`src/rtl/mux_sel_arbiter_if.sv`:
```
// rtl/mux_sel_arbiter_if.sv - handshake bundle between two packet sources, the arbiter and the output sink
//
// Ports (signals):
//    din_0_valid/data/last, din_0_ready : source 0 beat stream
//    din_1_valid/data/last, din_1_ready : source 1 beat stream
//    out_valid/data/last, out_ready     : registered output stream
//    sel                                : select for the downstream 2:1 mux
//    busy                               : packet grant held
// Modports: slave = arbiter side, master = sources/sink side.
interface mux_sel_arbiter_if #(
   parameter int WIDTH = 8
);
   logic             din_0_valid;
   logic [WIDTH-1:0] din_0_data;
   logic             din_0_last;
   logic             din_0_ready;
   logic             din_1_valid;
   logic [WIDTH-1:0] din_1_data;
   logic             din_1_last;
   logic             din_1_ready;
   logic             out_valid;
   logic [WIDTH-1:0] out_data;
   logic             out_last;
   logic             out_ready;
   logic             sel;
   logic             busy;

   modport slave (
      input  din_0_valid, din_0_data, din_0_last,
      output din_0_ready,
      input  din_1_valid, din_1_data, din_1_last,
      output din_1_ready,
      output out_valid, out_data, out_last,
      input  out_ready,
      output sel, busy
   );

   modport master (
      output din_0_valid, din_0_data, din_0_last,
      input  din_0_ready,
      output din_1_valid, din_1_data, din_1_last,
      input  din_1_ready,
      input  out_valid, out_data, out_last,
      output out_ready,
      input  sel, busy
   );
endinterface

```
`src/rtl/mux_sel_arbiter.sv`:
```
// rtl/mux_sel_arbiter.sv - packet-locked round-robin arbiter driving a 2:1 mux select
//
// Ports:
//    clk   : system clock, rising edge
//    rst_n : asynchronous active-low reset
//    bus   : mux_sel_arbiter_if.slave (two input streams, registered output
//            stream, sel, busy)
// A grant is held for a whole packet (until an accepted beat with last=1).
// Arbitration takes one IDLE cycle, so packets are separated by one bubble.
module mux_sel_arbiter #(
   parameter int WIDTH = 8
) (
   input logic              clk,
   input logic              rst_n,
   mux_sel_arbiter_if.slave bus
);
   typedef enum logic [1:0] {
      IDLE   = 2'd0,
      LOCK_0 = 2'd1,
      LOCK_1 = 2'd2
   } state_t;

   state_t state;
   logic   last_grant;
   logic   load_en;
   logic   acc_0;
   logic   acc_1;

   // Output register can take a beat when empty or being drained this cycle.
   // out_ready -> din_x_ready is the only combinational input-to-output path.
   assign load_en         = !bus.out_valid | bus.out_ready;
   assign bus.din_0_ready = (state == LOCK_0) & load_en;
   assign bus.din_1_ready = (state == LOCK_1) & load_en;
   assign acc_0           = bus.din_0_ready & bus.din_0_valid;
   assign acc_1           = bus.din_1_ready & bus.din_1_valid;

   always_ff @(posedge clk or negedge rst_n) begin
      if (!rst_n) begin
         state         <= IDLE;
         last_grant    <= 1'b1;
         bus.sel       <= 1'b0;
         bus.busy      <= 1'b0;
         bus.out_valid <= 1'b0;
         bus.out_data  <= {WIDTH{1'b0}};
         bus.out_last  <= 1'b0;
      end else begin
         // Output stage: load on accept, otherwise drain; data/last hold
         // their last value after draining.
         if (acc_0) begin
            bus.out_valid <= 1'b1;
            bus.out_data  <= bus.din_0_data;
            bus.out_last  <= bus.din_0_last;
         end else if (acc_1) begin
            bus.out_valid <= 1'b1;
            bus.out_data  <= bus.din_1_data;
            bus.out_last  <= bus.din_1_last;
         end else if (bus.out_ready) begin
            bus.out_valid <= 1'b0;
         end

         case (state)
            IDLE: begin
               // On a tie the source that did not win last time is granted.
               if (bus.din_0_valid && (!bus.din_1_valid || last_grant)) begin
                  state      <= LOCK_0;
                  bus.sel    <= 1'b0;
                  last_grant <= 1'b0;
                  bus.busy   <= 1'b1;
               end else if (bus.din_1_valid) begin
                  state      <= LOCK_1;
                  bus.sel    <= 1'b1;
                  last_grant <= 1'b1;
                  bus.busy   <= 1'b1;
               end
            end
            LOCK_0: begin
               if (acc_0 && bus.din_0_last) begin
                  state    <= IDLE;
                  bus.busy <= 1'b0;
               end
            end
            LOCK_1: begin
               if (acc_1 && bus.din_1_last) begin
                  state    <= IDLE;
                  bus.busy <= 1'b0;
               end
            end
            default: begin
               state    <= IDLE;
               bus.busy <= 1'b0;
            end
         endcase
      end
   end
endmodule
```
`src/flat_wrapper.sv`:
```
// flat-port wrapper written by rule: the top's interface ports become plain ports
module mux_sel_arbiter_flat 
#(
   parameter int WIDTH = 8
)
  (clk, rst_n, bus_din_0_valid, bus_din_0_data, bus_din_0_last, bus_din_0_ready, bus_din_1_valid, bus_din_1_data, bus_din_1_last, bus_din_1_ready, bus_out_valid, bus_out_data, bus_out_last, bus_out_ready, bus_sel, bus_busy);
  mux_sel_arbiter_if #(.WIDTH(WIDTH)) bus_i ();
  input logic clk;
  input logic rst_n;
  input wire logic [$bits(bus_i.din_0_valid)-1:0] bus_din_0_valid;
  input wire logic [$bits(bus_i.din_0_data)-1:0] bus_din_0_data;
  input wire logic [$bits(bus_i.din_0_last)-1:0] bus_din_0_last;
  output wire logic [$bits(bus_i.din_0_ready)-1:0] bus_din_0_ready;
  input wire logic [$bits(bus_i.din_1_valid)-1:0] bus_din_1_valid;
  input wire logic [$bits(bus_i.din_1_data)-1:0] bus_din_1_data;
  input wire logic [$bits(bus_i.din_1_last)-1:0] bus_din_1_last;
  output wire logic [$bits(bus_i.din_1_ready)-1:0] bus_din_1_ready;
  output wire logic [$bits(bus_i.out_valid)-1:0] bus_out_valid;
  output wire logic [$bits(bus_i.out_data)-1:0] bus_out_data;
  output wire logic [$bits(bus_i.out_last)-1:0] bus_out_last;
  input wire logic [$bits(bus_i.out_ready)-1:0] bus_out_ready;
  output wire logic [$bits(bus_i.sel)-1:0] bus_sel;
  output wire logic [$bits(bus_i.busy)-1:0] bus_busy;
  assign bus_i.din_0_valid = bus_din_0_valid;
  assign bus_i.din_0_data = bus_din_0_data;
  assign bus_i.din_0_last = bus_din_0_last;
  assign bus_din_0_ready = bus_i.din_0_ready;
  assign bus_i.din_1_valid = bus_din_1_valid;
  assign bus_i.din_1_data = bus_din_1_data;
  assign bus_i.din_1_last = bus_din_1_last;
  assign bus_din_1_ready = bus_i.din_1_ready;
  assign bus_out_valid = bus_i.out_valid;
  assign bus_out_data = bus_i.out_data;
  assign bus_out_last = bus_i.out_last;
  assign bus_i.out_ready = bus_out_ready;
  assign bus_sel = bus_i.sel;
  assign bus_busy = bus_i.busy;
  mux_sel_arbiter #(.WIDTH(WIDTH)) u_core (.clk(clk), .rst_n(rst_n), .bus(bus_i));
endmodule
```
`config.mk`:
```
export PLATFORM = sky130hd
export DESIGN_NAME = mux_sel_arbiter_flat
export DESIGN_NICKNAME = d
export VERILOG_FILES = /design/src/rtl/mux_sel_arbiter_if.sv /design/src/rtl/mux_sel_arbiter.sv /design/src/flat_wrapper.sv
export SDC_FILE = /design/constraint.sdc
export NUM_CORES = 1
export LEC_CHECK = 0
export CORE_UTILIZATION = 43
export CTS_CLUSTER_DIAMETER = 50
export CTS_CLUSTER_SIZE = 12
export DETAILED_ROUTE_END_ITERATION = 16
export GPL_TIMING_DRIVEN = 1
export PLACE_DENSITY = 0.83
export RECOVER_POWER = 50
export SYNTH_ARGS = -nofsm -noshare
export SYNTH_HDL_FRONTEND = slang
export SYNTH_SLANG_ARGS = --single-unit
```
`constraint.sdc`:
```
create_clock -name clk -period 2.15 [get_ports clk]
set_input_delay 0.645 -clock clk [delete_from_list [all_inputs] [get_ports clk]]
set_output_delay 0.645 -clock clk [all_outputs]
set_load 0.02 [all_outputs]
```
Yosys cells after proc, flatten, opt, wreduce, memory -nomap -nowiden

Cells that the tools add are included.
Widths: inputs -> output; s select.

Flip-flop bits (word level): 15
Input port bits: 23
Output and inout port bits: 14
Word-level logic and storage cells: 47

Equal/unequal tests: 5
Muxes and demuxes: 18
Bitwise gates (word level): 5
Reductions and logical operators: 12

Operators by type and width:

| operator           | count |
|---|---|
| $mux 8             | 2 |
| $mux 1             | 10 |
| $mux 2             | 4 |
| $pmux 2 s3         | 1 |
| $and 1x1->1        | 4 |
| $ne 2x2->1 const B | 2 |
| $reduce_bool 2->1  | 2 |
| $logic_and 1x1->1  | 3 |
| $ne 3x2->1 const B | 1 |
| $pmux 1 s3         | 1 |
| $reduce_and 3->1   | 1 |
| $reduce_bool 3->1  | 1 |
| $eq 2x1->1 const B | 1 |
| $eq 2x2->1 const B | 1 |
| $logic_not 1->1    | 2 |
| $logic_not 2->1    | 1 |
| $reduce_and 2->1   | 1 |
| $logic_or 1x1->1   | 1 |
| $or 1x1->1         | 1 |

Logic depth before layout (Yosys ltp)

Gate-level depths: netlist of the first run.

Depth after elaboration: 7
Mapped depth: 5
Depth with buffers taken out: 3

Least setup slack after synthesis of the first run

Ideal clock, no wire load.

Kind: in2out
Start point: input port bus_out_ready
End point: output port bus_din_0_ready
Arrival: 1291 ps
Required time: 1505 ps
Slack: 214 ps
Cell stages on the path: 3
Path through: nor2b_1 -> clkbuf_1 -> nor3_1

Cells in the longest elaborated chain, start to end: 2

Ends and longest elaborated chain:

| element            | RTL line              | text |
|---|---|---|
| start: declaration | flat_wrapper.sv:21    | `input wire logic [$bits(bus_i.out_ready)-1:0] bus_out_ready;` |
| $or 1x1->1         | mux_sel_arbiter.sv:31 | `assign load_en = !bus.out_valid \| bus.out_ready;` |
| $and 1x1->1        | mux_sel_arbiter.sv:32 | `assign bus.din_0_ready = (state == LOCK_0) & load_en;` |
| end: declaration   | flat_wrapper.sv:13    | `output wire logic [$bits(bus_i.din_0_ready)-1:0] bus_din_0_ready;` |

No other way between the ends.

Worst setup path in the final report of the first run

Start point: input port bus_out_ready
End point: output port bus_din_1_ready

Cells in the longest elaborated chain, start to end: 2

Ends and longest elaborated chain:

| element          | RTL line              | text |
|---|---|---|
| $or 1x1->1       | mux_sel_arbiter.sv:31 |  |
| $and 1x1->1      | mux_sel_arbiter.sv:33 | `assign bus.din_1_ready = (state == LOCK_1) & load_en;` |
| end: declaration | flat_wrapper.sv:17    | `output wire logic [$bits(bus_i.din_1_ready)-1:0] bus_din_1_ready;` |

No other way between the ends.

==> results of run 1 <==
[path summary, 6_finish.rpt]
| path | start | endpoint | slack, ns | depth (start not counted) |
|---|---|---|---|---|
| min reg2reg | u_core.bus.sel$_DFFE_PN0P_ | u_core.bus.sel$_DFFE_PN0P_ | 0.49 | 2 |
| max | bus_out_ready | bus_din_1_ready | 0.15 | 4 |
| max in group asynchronous | rst_n | u_core.state[1]$_DFFE_PN0P_ | 0.73 | 2 |
| min | u_core.bus.sel$_DFFE_PN0P_ | u_core.bus.sel$_DFFE_PN0P_ | 0.49 | 2 |
| min in group asynchronous | rst_n | u_core.bus.out_last$_DFFE_PN0P_ | 0.94 | 2 |
| max reg2reg | u_core.state[1]$_DFFE_PN0P_ | u_core.bus.out_data[2]$_DFFE_PN0P_ | 0.58 | 4 |
[final cells by class]
type / count / share of cell area
well taps: 25 / 0.0243
flip-flops and latches: 15 / 0.293
repair buffers: 47 / 0.338
inverters: 1 / 0.00292
clock buffers: 4 / 0.0204
multi-input cells: 50 / 0.322
[worst max-delay path: cells and delay by family]
family                 cells  cell delay (ns)
buffers and inverters      2             0.40
AND/OR/NAND/NOR            2             0.31
[layer usage]
layer | vias to the layer above | global-route usage | part of all wire
met3 | 4 | 0.0357 | 0.034
li1 | 350 | - | -
met1 | 334 | 0.239 | 0.43
met2 | 19 | 0.360 | 0.52
met4 | 0 | 0.0909 | 0.015
met5 | - | 0 | 0
[report_power, final]
group          switching, mW  internal, mW  total, mW
Sequential            0.0969         0.433      0.530
Combinational          0.439         0.533      0.972
Clock                 0.0883        0.0720      0.160
[per-stage QoR]
step           utilization  setup slack (ns)  instances  area, um^2  TNS (ns)
3_3_place_gp         0.730            -0.461        138        1270    -0.862
6_report             0.738             0.149        142        1290         0
5_1_grt              0.738             0.120        142        1290         0
2_1_floorplan            -             0.214         69         813         0
3_5_place_dp         0.730            -0.486        138        1270    -0.972
4_1_cts              0.744             0.151        142        1300         0
[cells in the mapped netlist (2+ instances only)]
master / number / area share
o21ai_0: 3 / 0.018
nand3_1: 4 / 0.025
nor2b_1: 2 / 0.015
a31oi_1: 4 / 0.031
a21oi_1: 2 / 0.012
or2_2: 2 / 0.015
mux2_2: 7 / 0.097
nor3_1: 3 / 0.018
dfrtp_1: 14 / 0.43
nand2b_1: 2 / 0.015
mux2_4: 7 / 0.13
nand2_1: 5 / 0.023
buf_6: 2 / 0.028
[state kept, by name, indices dropped and copies added, names as in the netlist]
name	count
u_core.last_grant	1
u_core.bus.out_data	8
u_core.bus.busy	1
u_core.bus.out_last	1
u_core.bus.out_valid	1
u_core.state	2
u_core.bus.sel	1
[cell families after synthesis]
kind of cell           share of synthesized area
AO/OA/AOI/OAI                             0.0938
AND/OR/NAND/NOR                            0.180
flip-flops                                 0.463
buffers and inverters                     0.0369
multiplexers                               0.226
[placed cells by master, fill, tap and decap left out, drive strengths merged]
master and count:
and3 1, buf 10, dfrtp 14, dlygate4sd3 3, nand2 5, o211ai 1
nor2 1, a21oi 3, a31oi 4, clkdlybuf4s50 30, mux2 14, or3b 1
nand2b 2, nand3b 2, and3b 1, a311o 1, nor3 3, o21ai 3
nand3 4, nor2b 2, or2 2, dlygate4sd2 1, inv 1, clkbuf 7
dfstp 1
[what timing repair did]
action	CTS	global route
gates resized for setup	12	0
endpoints found under the setup margin	2	0
setup buffers	0	0
==> impl_metrics.json, run 1 <==
{
  "power_density_nw_per_um2": 1290,
  "hp-class": "flop to flop",
  "dr.pass1.iters": 4,
  "tritoncts": "built",
  "dieArea_um2": 2070,
  "place_congestion": 0.805,
  "hold_viol_final": 0,
  "worstSetupStartpointType": "primary input",
  "clkTransAtPathRegs_ns": 0.09,
  "crit_slowest_cell": "dlygate4sd2_1",
  "synth-async-reset-ratio": 1.00,
  "grt_max_degree": 16,
  "grt_usage": 0.204,
  "worstSetupPathType": "primary input to output pin",
  "slew_headroom": 0.481,
  "skew_ns": 0.000672,
  "vias_per_cell": 4.98,
  "status": "complete, no violations",
  "rows": 15,
  "cts_buffer_depth": 2,
  "grt_pass1_vias": 680,
  "cts_root_buffer": "clkbuf_4",
  "max_stage_delay_ns": 0.25,
  "grt_pass1_wl_um": 2920,
  "power.total_mw": 1.66,
  "initialDrtViolationCount": 8,
  "regArea_um2": 377,
  "worst_pin_slew_ns": 0.778,
  "slew_violations": 0,
  "die-height_um": 45.5,
  "crit_required_ns": 1.50,
  "gr-total-overflow": 0,
  "cts_htree_levels": 1,
  "maxCapViolations": 0,
  "drc": 0,
  "grt_setup_unrepaired": "false",
  "holdWs_ns": 0.491,
  "p_leak_nw": 0.578,
  "routed_wl_um": 1920,
  "synth_cells": 69,
  "fillers": 122,
  "core_um2": 1750,
  "ys.flop_type": "dfrtp_1",
  "antenna_found_initial": 0,
  "die_w_um": 45.5,
  "drive_above_1_share": 0.291,
  "min_period_over_period": 0.931,
  "antenna_cells": 0,
  "finalSetupViolations": 0,
  "postRouteAntennaNets": 0,
  "syn_nets": 92,
  "place_hpwl_um": 1510,
  "synth.distinct_cells": 25,
  "fin_crit_ns": 2.00,
  "routedWlPerCell_um": 13.5,
  "crit_fanout": 2,
  "path_cells": "dlygate4sd2_1 -> nand2b_4 -> and3_1 -> buf_4",
  "nNetsFinal": 141,
  "cts.sinks": 15,
  "end_kind": "output pin",
  "fmax_mhz": 500,
  "multi_input_area_um2": 414,
  "synth_warnings": 0,
  "hold_buffers": 0,
  "ys_ff_latch": 15,
  "insertion_delay_ns": 0.28,
  "synth-edff-count": 0,
  "io_buffers": 36,
  "arrival_ns": 1.36,
  "synth_seq_area_share": 0.463,
  "cts_buffers": 3,
  "vias": 707,
  "start_util": 0.466,
  "avgSynthCellArea_um2": 11.8,
  "area_growth_pct": 58.3,
  "synth.cell_area_um2": 813,
  "ir_drop_uv": 742,
  "io_pins": 37
}
Power figures use the tool's default switching activity.
==> inputs of run 2 (changes only) <==
Settings changed: GPL_TIMING_DRIVEN 1 to 0, TNS_END_PERCENT set to 5.
==> impl_metrics.json, run 2 (synthesized netlist as in run 1, its figures left out) <==
{
  "met3_usage": 0.0714,
  "antenna_found_initial": 0,
  "grt_pass1_vias": 691,
  "holdPathStages": 2,
  "worst_pin_slew_ns": 0.682,
  "nNetsFinal": 135,
  "die_w_um": 45.5,
  "vias": 697,
  "multi_input_area_um2": 419,
  "grt_usage": 0.211,
  "io_buffers": 36,
  "finalSetupViolations": 0,
  "crit_fanout": 7,
  "min_from": "u_core.bus.sel$_DFFE_PN0P_",
  "die-height_um": 45.5,
  "worstSetupStartpointType": "primary input",
  "slew_violations": 0,
  "end_kind": "flop",
  "hold_viol_final": 0,
  "postLayoutCoreUtil": 0.720,
  "r2r-start": "u_core.bus.out_valid$_DFFE_PN0P_",
  "routedWlPerCell_um": 13.6,
  "core_um2": 1750,
  "dp_slack_ns": -0.640,
  "clkTransAtPathRegs_ns": 0.08,
  "grt_max_degree": 16,
  "global_route.usage.met2": 0.363,
  "instances_no_fill": 136,
  "power.total_mw": 1.64,
  "io_pins": 37,
  "rr_endpoint": "u_core.bus.out_data[5]$_DFFE_PN0P_",
  "fin_crit_ns": 2.07,
  "path_cells": "dlygate4sd3_1 -> nand3b_4 -> a21oi_2 -> mux2_2",
  "skew_ns": 0.00534,
  "cts_root_buffer": "clkbuf_4",
  "hp-class": "flop to flop",
  "tritoncts": "built",
  "routed_wl_um": 1850,
  "start_util": 0.466,
  "worstSetupPathType": "primary input to flop",
  "antenna_cells": 0,
  "place_congestion": 0.802,
  "grt_setup_unrepaired": "false",
  "slew_headroom": 0.544,
  "reg_top3": "u_core.bus.out_data: 8 flops, u_core.state: 2 flops",
  "gr-total-overflow": 0,
  "dr.pass1.iters": 3,
  "area_growth_pct": 54.5,
  "arrival_ns": 2.23,
  "crit_slowest_cell": "dlygate4sd3_1",
  "postRouteAntennaNets": 0,
  "fillers": 133,
  "regArea_um2": 377,
  "ff2ff_setup_slack_ns": 0.43,
  "cts_buffer_depth": 2,
  "initialDrtViolationCount": 6,
  "reg2reg_depth": 5,
  "largest_register_ffs": 8,
  "layout_commonest_cell": "clkdlybuf4s50_1",
  "cts.sinks": 15,
  "cts_htree_levels": 1,
  "insertion_delay_ns": 0.28,
  "rows": 15,
  "place_hpwl_um": 1350,
  "grt.met1_usage": 0.242,
  "drive_above_1_share": 0.288,
  "final.setup.worst_slack_ns": 0.0827,
  "drc": 0,
  "finalInstanceArea_um2": 1260,
  "top_usage_layer": "met2",
  "regMostFlops": "u_core.bus.out_data",
  "power_density_nw_per_um2": 1310,
  "startpoint": "bus_din_0_valid",
  "place_area_um2": 1200,
  "max_stage_delay_ns": 0.69,
  "dp.cells": 130,
  "vias_per_cell": 5.13,
  "status": "complete, no violations",
  "cts_buffers": 3,
  "ir_drop_uv": 652,
  "crit_required_ns": 2.31,
  "hold_buffers": 0,
  "maxCapViolations": 0,
  "grt_pass1_wl_um": 3060,
  "holdPathEnd": "u_core.bus.sel$_DFFE_PN0P_",
  "fmax_mhz": 484,
  "p_leak_nw": 0.559,
  "dieArea_um2": 2070,
  "min_period_over_period": 0.962,
  "final_cell_mix": "31 x clkdlybuf4s50_1, 14 x dfrtp_1, 7 x mux2_4, 7 x mux2_2, 5 x nand2_1"
}
==> run 2: where the power goes <==
| part | total [mW] | internal (mW) | leakage [nW] | switching [mW] |
|---|---|---|---|---|
| Sequential | 0.525 | 0.433 | 0.178 | 0.0919 |
| Clock | 0.156 | 0.0720 | 0.0150 | 0.0839 |
| Combinational | 0.959 | 0.516 | 0.366 | 0.443 |
| Total | 1.64 | 1.02 | 0.559 | 0.619 |
==> run 2: cell type report <==
cell class,count,area share
multi-input combinational,50,0.334
tap,25,0.0249
clock buffer,4,0.0209
inverter,1,0.00299
sequential,15,0.300
buffer,3,0.0239
timing repair buffer,38,0.294
==> run 2: worst max-delay path, delay by kind of cell <==
family                 cells  cell delay (ns)
buffers and inverters      1             0.69
multiplexers               1             0.39
AO/OA/AOI/OAI              1             0.38
AND/OR/NAND/NOR            1             0.12
==> run 2: per-layer routing <==
layer  part of all wire  up-vias  routed length (um)
met4              0.013        0                  25
met2               0.50       19                 927
li1                   -      335                   -
met1               0.44      339                 819
met5                  0        -                   0
met3              0.043        4                  80
==> run 2: worst max path at each step <==
stage	cells after the start	slack (ns)	end
finish	4	0.08	u_core.bus.out_data[5]$_DFFE_PN0P_
global route	4	0.02	u_core.bus.out_data[5]$_DFFE_PN0P_
CTS	4	0.09	u_core.bus.out_data[5]$_DFFE_PN0P_
detailed placement	5	-0.64	bus_din_0_ready
global placement	5	-0.60	bus_din_0_ready
floorplan	3	0.21	bus_din_0_ready
==> run 2: repair_timing <==
item | CTS | global route
gates resized for setup | 17 | 0
endpoints found under the setup margin | 2 | 0
buffers inserted | 2 | 0
endpoints found under the hold margin | 0 | 0
==> run 2: through the flow <==
step,setup TNS [ns],hold slack (ns)
after floorplan,0,0.349
after global placement,-2.41,0.461
after detailed placement,-2.53,0.475
after CTS,0,0.493
after global routing,0,0.529
final,0,0.488
